[config.mk]
export PLATFORM = sky130hd
export DESIGN_NAME = ram_address_scanner
export DESIGN_NICKNAME = d
export VERILOG_FILES = /design/src/rtl/ram_address_scanner.sv
export SDC_FILE = /design/constraint.sdc
export NUM_CORES = 1
export LEC_CHECK = 0
export ABC_CLOCK_PERIOD_IN_PS = 2900
export CAP_MARGIN = 20
export CORE_UTILIZATION = 53
export CTS_CLUSTER_SIZE = 8
export DETAILED_ROUTE_END_ITERATION = 8
export GPL_TIMING_DRIVEN = 1
export PLACE_DENSITY = 0.84
export SYNTH_ARGS = -nofsm -noshare
export SYNTH_HDL_FRONTEND = slang
export SYNTH_SLANG_ARGS = --single-unit
export TNS_END_PERCENT = 100
[constraint.sdc]
create_clock -name Clock -period 2.9 [get_ports Clock]
set_clock_uncertainty 0.15 [all_clocks]
set_input_delay 0.58 -clock Clock [delete_from_list [all_inputs] [get_ports Clock]]
set_output_delay 0.58 -clock Clock [all_outputs]
set_load 0.02 [all_outputs]
[src/rtl/ram_address_scanner.sv]
// ram_address_scanner
// Reads a 32-word synchronous RAM one address at a time for the board display.
// The returned byte is latched and split into display nibbles. The address
// advances on a timed tick (Run=1) or on a Step rising edge (Run=0), or is
// loaded directly from JumpAddr.
//
// Ports:
//   Clock    - system clock, rising edge
//   Resetn   - synchronous active-low reset
//   Run      - 1: auto-advance on tick, 0: manual stepping
//   Step     - step request, rising edge used
//   Jump     - level, loads JumpAddr in SHOW
//   JumpAddr - jump target address
//   RdData   - RAM read data, valid the cycle after RdEn
//   RdEn     - RAM read enable (high in FETCH only)
//   Addr     - current RAM / display address
//   AddrHi   - Addr MSB digit
//   AddrLo   - Addr[3:0]
//   DataHi   - latched data high nibble
//   DataLo   - latched data low nibble
//   Valid    - data fields belong to the current Addr
module ram_address_scanner #(
  parameter int unsigned ADDR_W   = 5,
  parameter int unsigned DATA_W   = 8,
  parameter int unsigned TICK_DIV = 50000000
) (
  input  logic              Clock,
  input  logic              Resetn,
  input  logic              Run,
  input  logic              Step,
  input  logic              Jump,
  input  logic [ADDR_W-1:0] JumpAddr,
  input  logic [DATA_W-1:0] RdData,
  output logic              RdEn,
  output logic [ADDR_W-1:0] Addr,
  output logic              AddrHi,
  output logic [3:0]        AddrLo,
  output logic [3:0]        DataHi,
  output logic [3:0]        DataLo,
  output logic              Valid
);

  localparam int unsigned CNT_W = (TICK_DIV > 1) ? $clog2(TICK_DIV) : 1;
  localparam logic [CNT_W-1:0] TICK_LAST = CNT_W'(TICK_DIV - 1);

  typedef enum logic [1:0] {
    S_IDLE  = 2'd0,
    S_FETCH = 2'd1,
    S_WAIT  = 2'd2,
    S_SHOW  = 2'd3
  } state_t;

  state_t            r_state;
  logic [ADDR_W-1:0] r_addr;
  logic [DATA_W-1:0] r_data;
  logic              r_valid;
  logic              r_rd_en;
  logic              r_step_d;
  logic [CNT_W-1:0]  r_cnt;

  logic              w_step_rise;
  logic              w_tick;
  logic              w_advance;
  logic [ADDR_W-1:0] w_next_addr;

  // Advance decision for SHOW; Jump outranks tick and step.
  assign w_step_rise = Step & ~r_step_d;
  assign w_tick      = Run & (r_cnt == TICK_LAST);
  assign w_advance   = Jump | w_tick | (~Run & w_step_rise);
  assign w_next_addr = Jump ? JumpAddr : r_addr + ADDR_W'(1);

  // Sequencer: state, address, data latch, tick counter and step history.
  // RdEn is registered alongside every transition into FETCH.
  always_ff @(posedge Clock) begin
    if (!Resetn) begin
      r_state  <= S_IDLE;
      r_addr   <= '0;
      r_data   <= '0;
      r_valid  <= 1'b0;
      r_rd_en  <= 1'b0;
      r_step_d <= 1'b0;
      r_cnt    <= '0;
    end else begin
      r_step_d <= Step;
      r_rd_en  <= 1'b0;
      if (!Run) begin
        r_cnt <= '0;
      end
      case (r_state)
        S_IDLE: begin
          r_state <= S_FETCH;
          r_rd_en <= 1'b1;
        end
        S_FETCH: begin
          r_state <= S_WAIT;
        end
        S_WAIT: begin
          r_data  <= RdData;
          r_valid <= 1'b1;
          r_state <= S_SHOW;
        end
        S_SHOW: begin
          if (w_advance) begin
            r_addr  <= w_next_addr;
            r_valid <= 1'b0;
            r_cnt   <= '0;
            r_state <= S_FETCH;
            r_rd_en <= 1'b1;
          end else if (Run) begin
            r_cnt <= r_cnt + CNT_W'(1);
          end
        end
        default: begin
          r_state <= S_IDLE;
        end
      endcase
    end
  end

  // Display fields are plain slices of the registers.
  assign RdEn   = r_rd_en;
  assign Addr   = r_addr;
  assign AddrHi = r_addr[ADDR_W-1];
  assign AddrLo = r_addr[3:0];
  assign DataHi = r_data[DATA_W-1 -: 4];
  assign DataLo = r_data[3:0];
  assign Valid  = r_valid;

endmodule

Word level (Yosys, flattened, before mapping):

Index checks and enable logic that the tools add are counted.

* add/sub/neg operators: 2
* eq/ne operators: 5
* mux-type cells: 11
* bitwise gates (word level): 7
* reductions and logical operators: 4

Operators with widths (number)
* $mux W26: 4
* $add A26 B1 Y26 const B: 1
* $eq A26 B26 Y1 const B: 1
* $pmux W2 S4: 1
* $add A5 B1 Y5 const B: 1
* $mux W5: 1
* $eq A2 B2 Y1 const B: 2
* $pmux W1 S2: 2
* $reduce_and A2 Y1: 2
* $and A1 B1 Y1: 3
* $eq A2 B1 Y1 const B: 1
* $logic_not A2 Y1: 1
* $mux W1: 2
* $mux W2: 1
* $ne A2 B2 Y1 const B: 1
* $not A1 Y1: 2
* $or A1 B1 Y1: 2
* $reduce_bool A2 Y1: 1

* register bits: 44
* output and inout bits: 20

Depth between registers and ports, before layout:

Gate-level depths: netlist of the first run.

* depth after elaboration: 6
* mapped depth: 8

Worst setup path after synthesis of the first run:

OpenSTA, ideal clock, no wires.

* path kind: reg-to-reg
* from: register r_cnt[0]
* to: register r_cnt[22]
* library setup time: 0.122 ns
* arrival: 2.034 ns
* slack: 0.595 ns
* stages on the path, launching flop included: 7
* path buffers: 0
* period minus slack after synthesis: 2.305 ns
* path through: dfxtp_1 > ha_1 > nand3_2 > or4_4 > or3_1 > and3_1 > a221o_1

* word-level cells in the longest chain between the ends: 6

RTL lines
* start: declaration: line 59 `logic [CNT_W-1:0] r_cnt;`
* start signal: assignment: line 110 `r_cnt <= r_cnt + CNT_W'(1);`
* branches (longest 4 deep; another with $add A26 B1 Y26)
* $mux W26 *: line 103 `if (w_advance) begin`
* $mux W26 *: line 89 `case (r_state)`

Mark *: on every way between the ends.
A chain may end at the register's enable or synchronous reset.

Final worst setup path of the first run:

Same ends and word-level chain as after synthesis.

==> impl_results.md, run 1 <==
* CP arrival at 2600 ps
* Sequential share of the synthesized area at 38.0%
* Primary FF master, synth: dfxtp_1
* Endpoints failing setup at 0
* Hold_buf cts at 0
* Total gr overflow at 0
* Rows at 23
* Initial Util at 56.7%
* Clk pin slew, worst setup/hold paths at 80 ps
* Clock period minus worst slack at 2560 ps
* Post-synth ARST share at 0%
* Die footprint at 4640 µm²
* CP cell instances: ha_1 -> nand3_2 -> or4_4 -> or3_1 -> and3_1 -> a221o_1
* Proportion of layout cells with a drive suffix above 1 at 7.84%
* IO Count at 38
* Pwr/cell area at 428 nW/µm²
* Final worst-path cycle share at 88.3%
* Final hold violation count at 0
* EDFF count, synth at 0
* Global-route wire length before repair at 9.40 mm
* Critical path's slowest cell: or4_4
* Clk buf depth at 2
* Root buf cell: clkbuf_8
* Pin count of the biggest net entering global routing at 22
* Area growth syn-to-layout at 22.1%
* Clock insertion delay at the later pin of the skew report at 300 ps
* DRT antenna net count at 0
* Power, Total at 1210 µW
* CTS tree: built
* Critical Path Sink Type: flip-flop
* DRC viols at 0
* Routed WL per cell at 15.3 µm
* Slew HR at 52.3%
* Total number of vias at 2241
* Pins Over Slew Limit at 0
* Worst setup margin at 338 ps
* Resized cells post-CTS at 0
* Most common cell after layout, fill and taps aside: dfxtp_1
* Max FO, Critical Path at 8
* Core Region at 4090 µm²
* HP Class: flip-flop to flip-flop
* FMAX at 0.390 GHz
* DP Wirelength at 4.05 mm
* Post-CTS setup repair buffer count at 0
* Fillers at 338
* Leak at 0.00101 µW
* Worst Tran Pin Value at 710 ps
* Routability cong. at 0.851
* Final #Nets at 343
* Post-synth net total at 305
* H-tree lvl count at 2
* Initial DRC Count at 206
* Final wirelength at 5.66 mm
* Vias in the first global route at 2119
* Post-synthesis register bit count at 44
* DIE HEIGHT at 68.1 µm
* Diode count at 0
* WP data required at 2940 ps
* Dpl ws at 173 ps
* Synth Warn # at 0
* RSZ-0062 raised after global routing: false
* Crit Path Class: flip-flop to flip-flop
* Fin util at 69.2%
* Worst stage delay on the critical path at 600 ps
* Distinct cells, synth at 46
* Status: complete, no violations
* Syn Area/Cell at 8.25 µm²
* Critical Path Start Type: flip-flop
* DR pass1 iterations at 4
* Post-synthesis cell count at 281
* Setup TNS at 0 ps
* Most frequent cells in the layout: 44 x dfxtp_1, 37 x clkdlybuf4s50_1, 23 x nor2_1
* MaxCap Viol Count at 0
* GRT Total Usage at 26.9%
* Die Width at 68.1 µm
* Clock Sinks at 44
* Maximum vdd drop at 0.374 mV
* CTS Buf Count at 5
* Antenna violations before repair at 0
* Post-synthesis cell area at 2320 µm²
* DR vias/cell at 6.07
* Port Buffer Count at 37
logic make-up after synthesis:
logic type / synth area share (%)
flops: 38.0
buf+inv: 5.62
simple gates: 28.7
mux: 6.10
fa+ha+maj: 3.24
compound gates: 18.3
worst max-delay path, delay by kind of cell (launching register included):
family,cells,cell delay [ps]
simple gates,4,1370
flops,1,420
fa+ha+maj,1,260
compound gates,1,250
through the flow:
| step | hold slack [ps] | std cells | instance area, µm² |
|---|---|---|---|
| 6_report | 338 | 369 | 2830 |
| 5_1_grt | 379 | 369 | 2830 |
| 3_5_place_dp | 305 | 362 | 2750 |
| 3_3_place_gp | 305 | 362 | 2750 |
| 2_1_floorplan | 281 | 281 | 2320 |
| 4_1_cts | 332 | 369 | 2830 |
metal layers:
layer  track usage (%)  vias up  share of wire (%)
met5                 0        -                  0
met4              10.2        0                1.6
met3              5.00        9                3.6
met2              45.0       50                 49
met1              34.0     1071                 46
li1                  -     1111                  -
Yosys cell counts, types with 3 or more instances:
master	count	area share [%]
dfxtp_1	44	38
nor2_1	23	3.7
nand2_1	22	3.6
nand3_1	18	3.9
a21oi_1	16	3.5
a31oi_1	14	3.8
mux2i_1	13	5.6
clkbuf_1	11	1.8
inv_1	11	1.8
and3_1	10	2.7
nor3_1	9	1.9
nor4_1	7	1.9
o21ai_0	7	1.5
ha_1	6	3.2
nand4_1	6	1.6
and2_1	5	1.3
buf_4	5	1.6
or3_1	5	1.3
nor2b_1	4	1.1
o31a_1	4	1.5
a211oi_1	3	0.97
nand2b_1	3	0.81
nor3b_1	3	0.97
o211ai_1	3	0.97
o21a_1	3	0.97
o31ai_1	3	0.97
power breakdown:
group	internal (µW)	switching, µW
registers	626	15.7
clock network	164	201
logic	98.3	105
flip-flops by register name, summed over array words and instances (netlist names):
register,cells
RdEn,1
Valid,1
r_step_d,1
Addr,5
r_data,8
r_cnt,26
r_state,2
final timing paths:
| check | start | cells past startpoint | slack, ps | to |
|---|---|---|---|---|
| worst max-delay path | r_cnt[0] | 6 | 340 | r_cnt[22] |
| worst min-delay path | r_cnt[25] | 1 | 340 | r_cnt[25] |
| worst max register to register | r_cnt[0] | 6 | 340 | r_cnt[22] |
| worst min register to register | r_cnt[25] | 1 | 340 | r_cnt[25] |
area by class of cell:
cell class	count	area [µm²]	area share (%)
clock buffers	6	72.6	2.57
well taps	50	62.6	2.21
flip-flops and latches	44	881	31.1
inverters	11	41.3	1.46
multi-input cells	208	1310	46.2
repair buffers	49	460	16.3
clock inverters	1	5.00	0.177
(Power assumes the default switching activity.)
==> run 2, diff against run 1 <==
Settings changed: SETUP_SLACK_MARGIN from default to 0.4.
==> run 2 against run 1 <==
Total power is essentially flat. Register-to-register slack gained 140 ps. Sequential share of layout area shrank 0.28 points. Setup slack gained 110 ps. Critical path depth is the same. Fmax grew 4.7%. Cell area grew 1.1%. Combinational power is essentially flat. Clock power is essentially flat.
==> impl_results.md, run 2 (synthesized netlist as in run 1, its figures left out) <==
* Proportion of layout cells with a drive suffix above 1 at 8.46% (was 7.84%)
* Min-delay src: r_cnt[25] (unchanged)
* Die footprint at 4640 µm² (unchanged)
* Clk buf depth at 2 (unchanged)
* MaxCap Viol Count at 0 (unchanged)
* Pin count of the biggest net entering global routing at 22 (unchanged)
* Die Width at 68.1 µm (unchanged)
* Maximum vdd drop at 0.374 mV (about the same)
* Routed WL per cell at 15.4 µm (was 15.3 µm)
* Global-route wire length before repair at 9.40 mm (unchanged)
* GRT Total Usage at 26.9% (unchanged)
* Endpoints failing setup at 0 (unchanged)
* Core Region at 4090 µm² (unchanged)
* Slew HR at 50.9% (was 52.3%)
* DRT antenna net count at 0 (unchanged)
* Total gr overflow at 0 (unchanged)
* Status: complete, no violations (unchanged)
* CTS tree: built (unchanged)
* CTS Buf Count at 5 (unchanged)
* Hold_buf cts at 0 (unchanged)
* Diode count at 0 (unchanged)
* WP data required at 2970 ps (was 2940 ps)
* Final hold violation count at 0 (unchanged)
* Antenna violations before repair at 0 (unchanged)
* Clock insertion delay at the later pin of the skew report at 300 ps (about the same)
* IO Count at 38 (unchanged)
* Area growth syn-to-layout at 23.4% (was 22.1%)
* Final design area excluding fillers at 2860 µm² (was 2830 µm²)
* DIE HEIGHT at 68.1 µm (unchanged)
* FMAX at 0.409 GHz (was 0.390 GHz)
* DP Wirelength at 4.05 mm (unchanged)
* HP Class: flip-flop to flip-flop (unchanged)
* Most frequent cells in the layout: 43 x dfxtp_1, 37 x clkdlybuf4s50_1, 23 x nor2_1 (was 44 x dfxtp_1, 37 x clkdlybuf4s50_1, 23 x nor2_1)
* Critical Path Start Type: input pin (was flip-flop)
* Pins Over Slew Limit at 0 (unchanged)
* DRC viols at 0 (unchanged)
* Biggest register: r_cnt (unchanged)
* Pwr/cell area at 424 nW/µm² (was 428 nW/µm²)
* Max reg flops at 26 (unchanged)
* Final worst-path cycle share at 84.4% (was 88.3%)
* Clock Sinks at 44 (unchanged)
* Crit Path Class: input pin to flip-flop (was flip-flop to flip-flop)
* Root buf cell: clkbuf_8 (unchanged)
* Worst Tran Pin Value at 730 ps (was 710 ps)
* RR Startpoint: r_cnt[1] (was r_cnt[0])
* Area after DPL at 2750 µm² (unchanged)
* Worst reg-to-reg path cell count at 6 (unchanged)
* R2R Path End: r_cnt[22] (unchanged)
* RSZ-0062 raised after global routing: false (unchanged)
* Clock period minus worst slack at 2450 ps (was 2560 ps)
* Initial DRC Count at 205 (was 206)
* Hold Crit Depth at 1 (unchanged)
* Most common cell after layout, fill and taps aside: dfxtp_1 (unchanged)
* Final wirelength at 5.69 mm (was 5.66 mm)
* CP arrival at 2520 ps (was 2600 ps)
* Final #Nets at 343 (unchanged)
* Critical Path Sink Type: flip-flop (unchanged)
* H-tree lvl count at 2 (unchanged)
* Resized cells post-CTS at 2 (was 0)
* DR vias/cell at 6.09 (was 6.07)
* Setup TNS at 0 ps (unchanged)
* Initial Util at 56.7% (unchanged)
* Leak at 0.00102 µW (was 0.00101 µW)
* Routability cong. at 0.851 (unchanged)
* DR pass1 iterations at 4 (unchanged)
* Worst Hold End: r_cnt[25] (unchanged)
* Post-CTS setup repair buffer count at 0 (unchanged)
* Clk pin slew, worst setup/hold paths at 80 ps (about the same)
* Max FO, Critical Path at 9 (was 8)
* Port Buffer Count at 37 (unchanged)
* Total number of vias at 2248 (was 2241)
* FF-to-FF setup slack at 480 ps (was 340 ps)
* Rows at 23 (unchanged)
* Vias in the first global route at 2119 (unchanged)
==> run 2: power breakdown <==
group          leakage, µW  switching, µW  internal [µW]
combinational     0.000627            105           98.4
clock            0.0000410            202            164
sequential        0.000357           15.8            626
==> run 2: how the worst max path moves through the flow <==
stage	end	cells after the start	start	slack (ps)
after floorplan	r_cnt[22]	6	r_cnt[0]	590
after CTS	r_cnt[22]	6	r_cnt[1]	420
after global routing	r_cnt[2]	6	Run	400
after global placement	r_cnt[2]	6	Run	240
after detailed placement	r_cnt[2]	6	Run	170
final	r_cnt[2]	6	Run	450
==> run 2: layout make-up <==
type	instances	area, µm²
multi-input cells	208	1340
clock buffers	6	72.6
repair buffers	49	460
fillers	330	1230
well taps	50	62.6
inverters	11	41.3
clock inverters	1	5.00
flip-flops and latches	44	882
==> run 2: layer usage <==
| metal | routed length, µm | global-route usage, % |
|---|---|---|
| met4 | 99 | 10.2 |
| met1 | 2610 | 34.0 |
| met5 | 0 | 0 |
| met2 | 2780 | 45.0 |
| met3 | 205 | 5.00 |
==> run 2: worst max-delay path, stage by stage <==
cell             delay, ps
clkdlybuf4s50_1        440
and3b_1                190
and4_1                 270
a211o_1                390
or3b_2                 490
a21oi_1                150
==> run 2: through the flow <==
stage | hold slack (ps) | cells | setup slack [ps] | utilization, % | power [µW]
2_1_floorplan | 281 | 281 | 595 | - | 767
3_3_place_gp | 305 | 362 | 237 | 67.3 | 851
3_5_place_dp | 305 | 362 | 173 | 67.3 | 859
4_1_cts | 332 | 369 | 423 | 69.3 | 1220
5_1_grt | 379 | 369 | 404 | 70.0 | 1270
6_report | 335 | 369 | 452 | 70.0 | 1210
==> run 3, diff against run 2 <==
Settings changed: ABC_CLOCK_PERIOD_IN_PS 2900 to 2250, CORE_UTILIZATION 53 to 48, PLACE_DENSITY 0.84 to 0.81.
Clock period 2.9 ns to 2.25 ns, I/O delays scaled along.
==> run 3 against run 2 <==
Register-to-register slack lost 440 ps. Largest power group unchanged. Critical path depth unchanged. Combinational power up 41%. Total power grew 44%. Sequential cell count unchanged. Hold slack improved by 3.7 ps. First-iteration DRC count grew 40%. Sequential power grew 29%. Clock-buffer cell count down 1. Non-clock buffer count increased by 37.
==> impl_results.md, run 3 (synthesized netlist as in run 1, its figures left out) <==
* Status: complete, no violations (unchanged)
* Total number of vias at 2535 (was 2248)
* Global-route wire length before repair at 11.1 mm (was 9.40 mm)
* DR vias/cell at 6.20 (was 6.09)
* FMAX at 0.453 GHz
* Area growth syn-to-layout at 42.7% (was 23.4%)
* Worst stage delay on the critical path at 560 ps (was 490 ps)
* Final worst-path cycle share at 98.1%
* Final wirelength at 7.26 mm (was 5.69 mm)
* Vias in the first global route at 2461 (was 2119)
* GRT Total Usage at 27.9% (was 26.9%)
* Biggest register: r_cnt (unchanged)
* Clock period minus worst slack at 2210 ps
* DIE HEIGHT at 71.5 µm (was 68.1 µm)
* Root buf cell: clkbuf_8 (unchanged)
* Most frequent cells in the layout: 45 x buf_4, 38 x dfxtp_1, 23 x nor2_1 (was 43 x dfxtp_1, 37 x clkdlybuf4s50_1, 23 x nor2_1)
* Footprint of the multi-input gates at 1460 µm² (was 1340 µm²)
* Most common cell after layout, fill and taps aside: buf_4 (was dfxtp_1)
* Dpl ws at -233 ps (was 173 ps)
* Critical Path Start Type: flip-flop (was input pin)
* Clock insertion delay at the later pin of the skew report at 300 ps (about the same)
* DP Wirelength at 4.37 mm (was 4.05 mm)
* Proportion of layout cells with a drive suffix above 1 at 25.2% (was 8.46%)
* Max reg flops at 26 (unchanged)
* Power, Total at 1750 µW (was 1210 µW)
* WP data required at 2300 ps (was 2970 ps)
* Setup TNS at 0 ps (unchanged)
* Clk pin slew, worst setup/hold paths at 90 ps (was 80 ps)
* Fillers at 308 (was 330)
* HP Class: flip-flop to flip-flop (unchanged)
* Worst Tran Pin Value at 596 ps (was 730 ps)
* Clk buf depth at 2 (unchanged)
* DRT antenna net count at 0 (unchanged)
* CP cell instances: ha_4 -> nand3_4 -> or4_4 -> or3_4 -> and3_1 -> a221o_1 (was clkdlybuf4s50_1 -> and3b_1 -> and4_1 -> a211o_1 -> or3b_2 -> a21oi_1)
* Leak at 0.00137 µW (was 0.00102 µW)
* Core Region at 4500 µm² (was 4090 µm²)
* RSZ-0062 raised after global routing: true (was false)
* Port Buffer Count at 37 (unchanged)
* Sequential cell area at 896 µm² (was 882 µm²)
* CP arrival at 2260 ps (was 2520 ps)
* Initial DRC Count at 287 (was 205)
* Routability cong. at 0.820 (was 0.851)
* Total gr overflow at 0 (unchanged)
* Pwr/cell area at 528 nW/µm² (was 424 nW/µm²)
* MaxCap Viol Count at 0 (unchanged)
* Critical path's slowest cell: or4_4 (was or3b_2)
* Slew HR at 60.3% (was 50.9%)
* CTS Buf Count at 5 (unchanged)
* Final hold violation count at 0 (unchanged)
* Diode count at 0 (unchanged)
* DR pass1 iterations at 5 (was 4)
* Routed WL per cell at 17.7 µm (was 15.4 µm)
* Die footprint at 5110 µm² (was 4640 µm²)
* IO Count at 38 (unchanged)
* Maximum vdd drop at 0.446 mV (was 0.374 mV)
* Initial Util at 51.4% (was 56.7%)
* CTS tree: built (unchanged)
* Max FO, Critical Path at 2 (was 9)
* Pins Over Slew Limit at 0 (unchanged)
* Antenna violations before repair at 0 (unchanged)
* Endpoints failing setup at 0 (unchanged)
* Final #Nets at 380 (was 343)
* Critical Path Sink Type: flip-flop (unchanged)
* Worst setup margin at 41.8 ps (was 452 ps)
* DRC viols at 0 (unchanged)
* Rows at 24 (was 23)
* H-tree lvl count at 2 (unchanged)
* Die Width at 71.5 µm (was 68.1 µm)
* Crit Path Class: flip-flop to flip-flop (was input pin to flip-flop)
* Clock Sinks at 44 (unchanged)
* Pin count of the biggest net entering global routing at 18 (was 22)
* Hold_buf cts at 0 (unchanged)
-- run 3: cell types whose count changed in the layout (fill, tap and decap cells not counted), moves of 3 or more --
| cell | change |
|---|---|
| dfxtp_4 | +3 |
| clkdlybuf4s50_1 | -22 |
| dlygate4sd2_1 | +19 |
| buf_6 | +3 |
| nor4_2 | +4 |
| dfxtp_1 | -5 |
| nor4_1 | -4 |
| dlymetal6s2s_1 | +3 |
| buf_4 | +33 |
| a21oi_1 | -3 |
-- run 3: repair_timing --
action,in CTS,in global routing
setup buffers,9,1
endpoints found under the setup margin,53,35
hold endpoints to repair,0,0
pin swaps,5,6
cloned,1,0
resized for setup,43,17
-- run 3: final timing paths --
check	start	endpoint	slack, ps	cells after the start
hold / removal	r_cnt[25]	r_cnt[25]	340	1
hold reg to reg	r_cnt[25]	r_cnt[25]	340	1
setup / recovery	r_cnt[0]	r_cnt[22]	40	6
setup reg to reg	r_cnt[0]	r_cnt[22]	40	6
-- run 3: area by class of cell --
class	count	share of cell area, %
Timing Repair Buffer	86	22.1
Inverter	11	1.25
Multi-Input combinational cell	208	44.2
Tap cell	52	1.97
Clock inverter	3	1.29
Sequential cell	44	27.1
Clock buffer	5	2.08
-- run 3: worst max-delay path: cells and delay by family (launching register included) --
kind,cells,cell delay (ps)
and+or+nand+nor,4,1180
DFF,1,370
AOI/OAI and AO/OA,1,250
adders and majority gates,1,150
-- run 3: metrics by stage --
stage	cells	cell area, µm²	util (%)	hold WS [ps]
6_report	409	3310	73.4	339
5_1_grt	409	3310	73.4	365
4_1_cts	408	3240	71.8	327
3_5_place_dp	390	2980	66.1	311
3_3_place_gp	390	2980	66.1	300
2_1_floorplan	281	2350	-	281
-- run 3: per-layer routing --
layer	GRT usage [%]	up-vias	part of all wire (%)
met3	6.05	22	6.1
met1	33.3	1210	42
met4	12.4	0	2.6
li1	-	1185	-
met2	48.4	118	49
met5	0	-	0
-- run 3: report_power, final --
group	switching, µW	total (µW)	internal (µW)
logic	154	287	133
registers	23.0	831	808
clock network	300	629	329
total	477	1750	1270
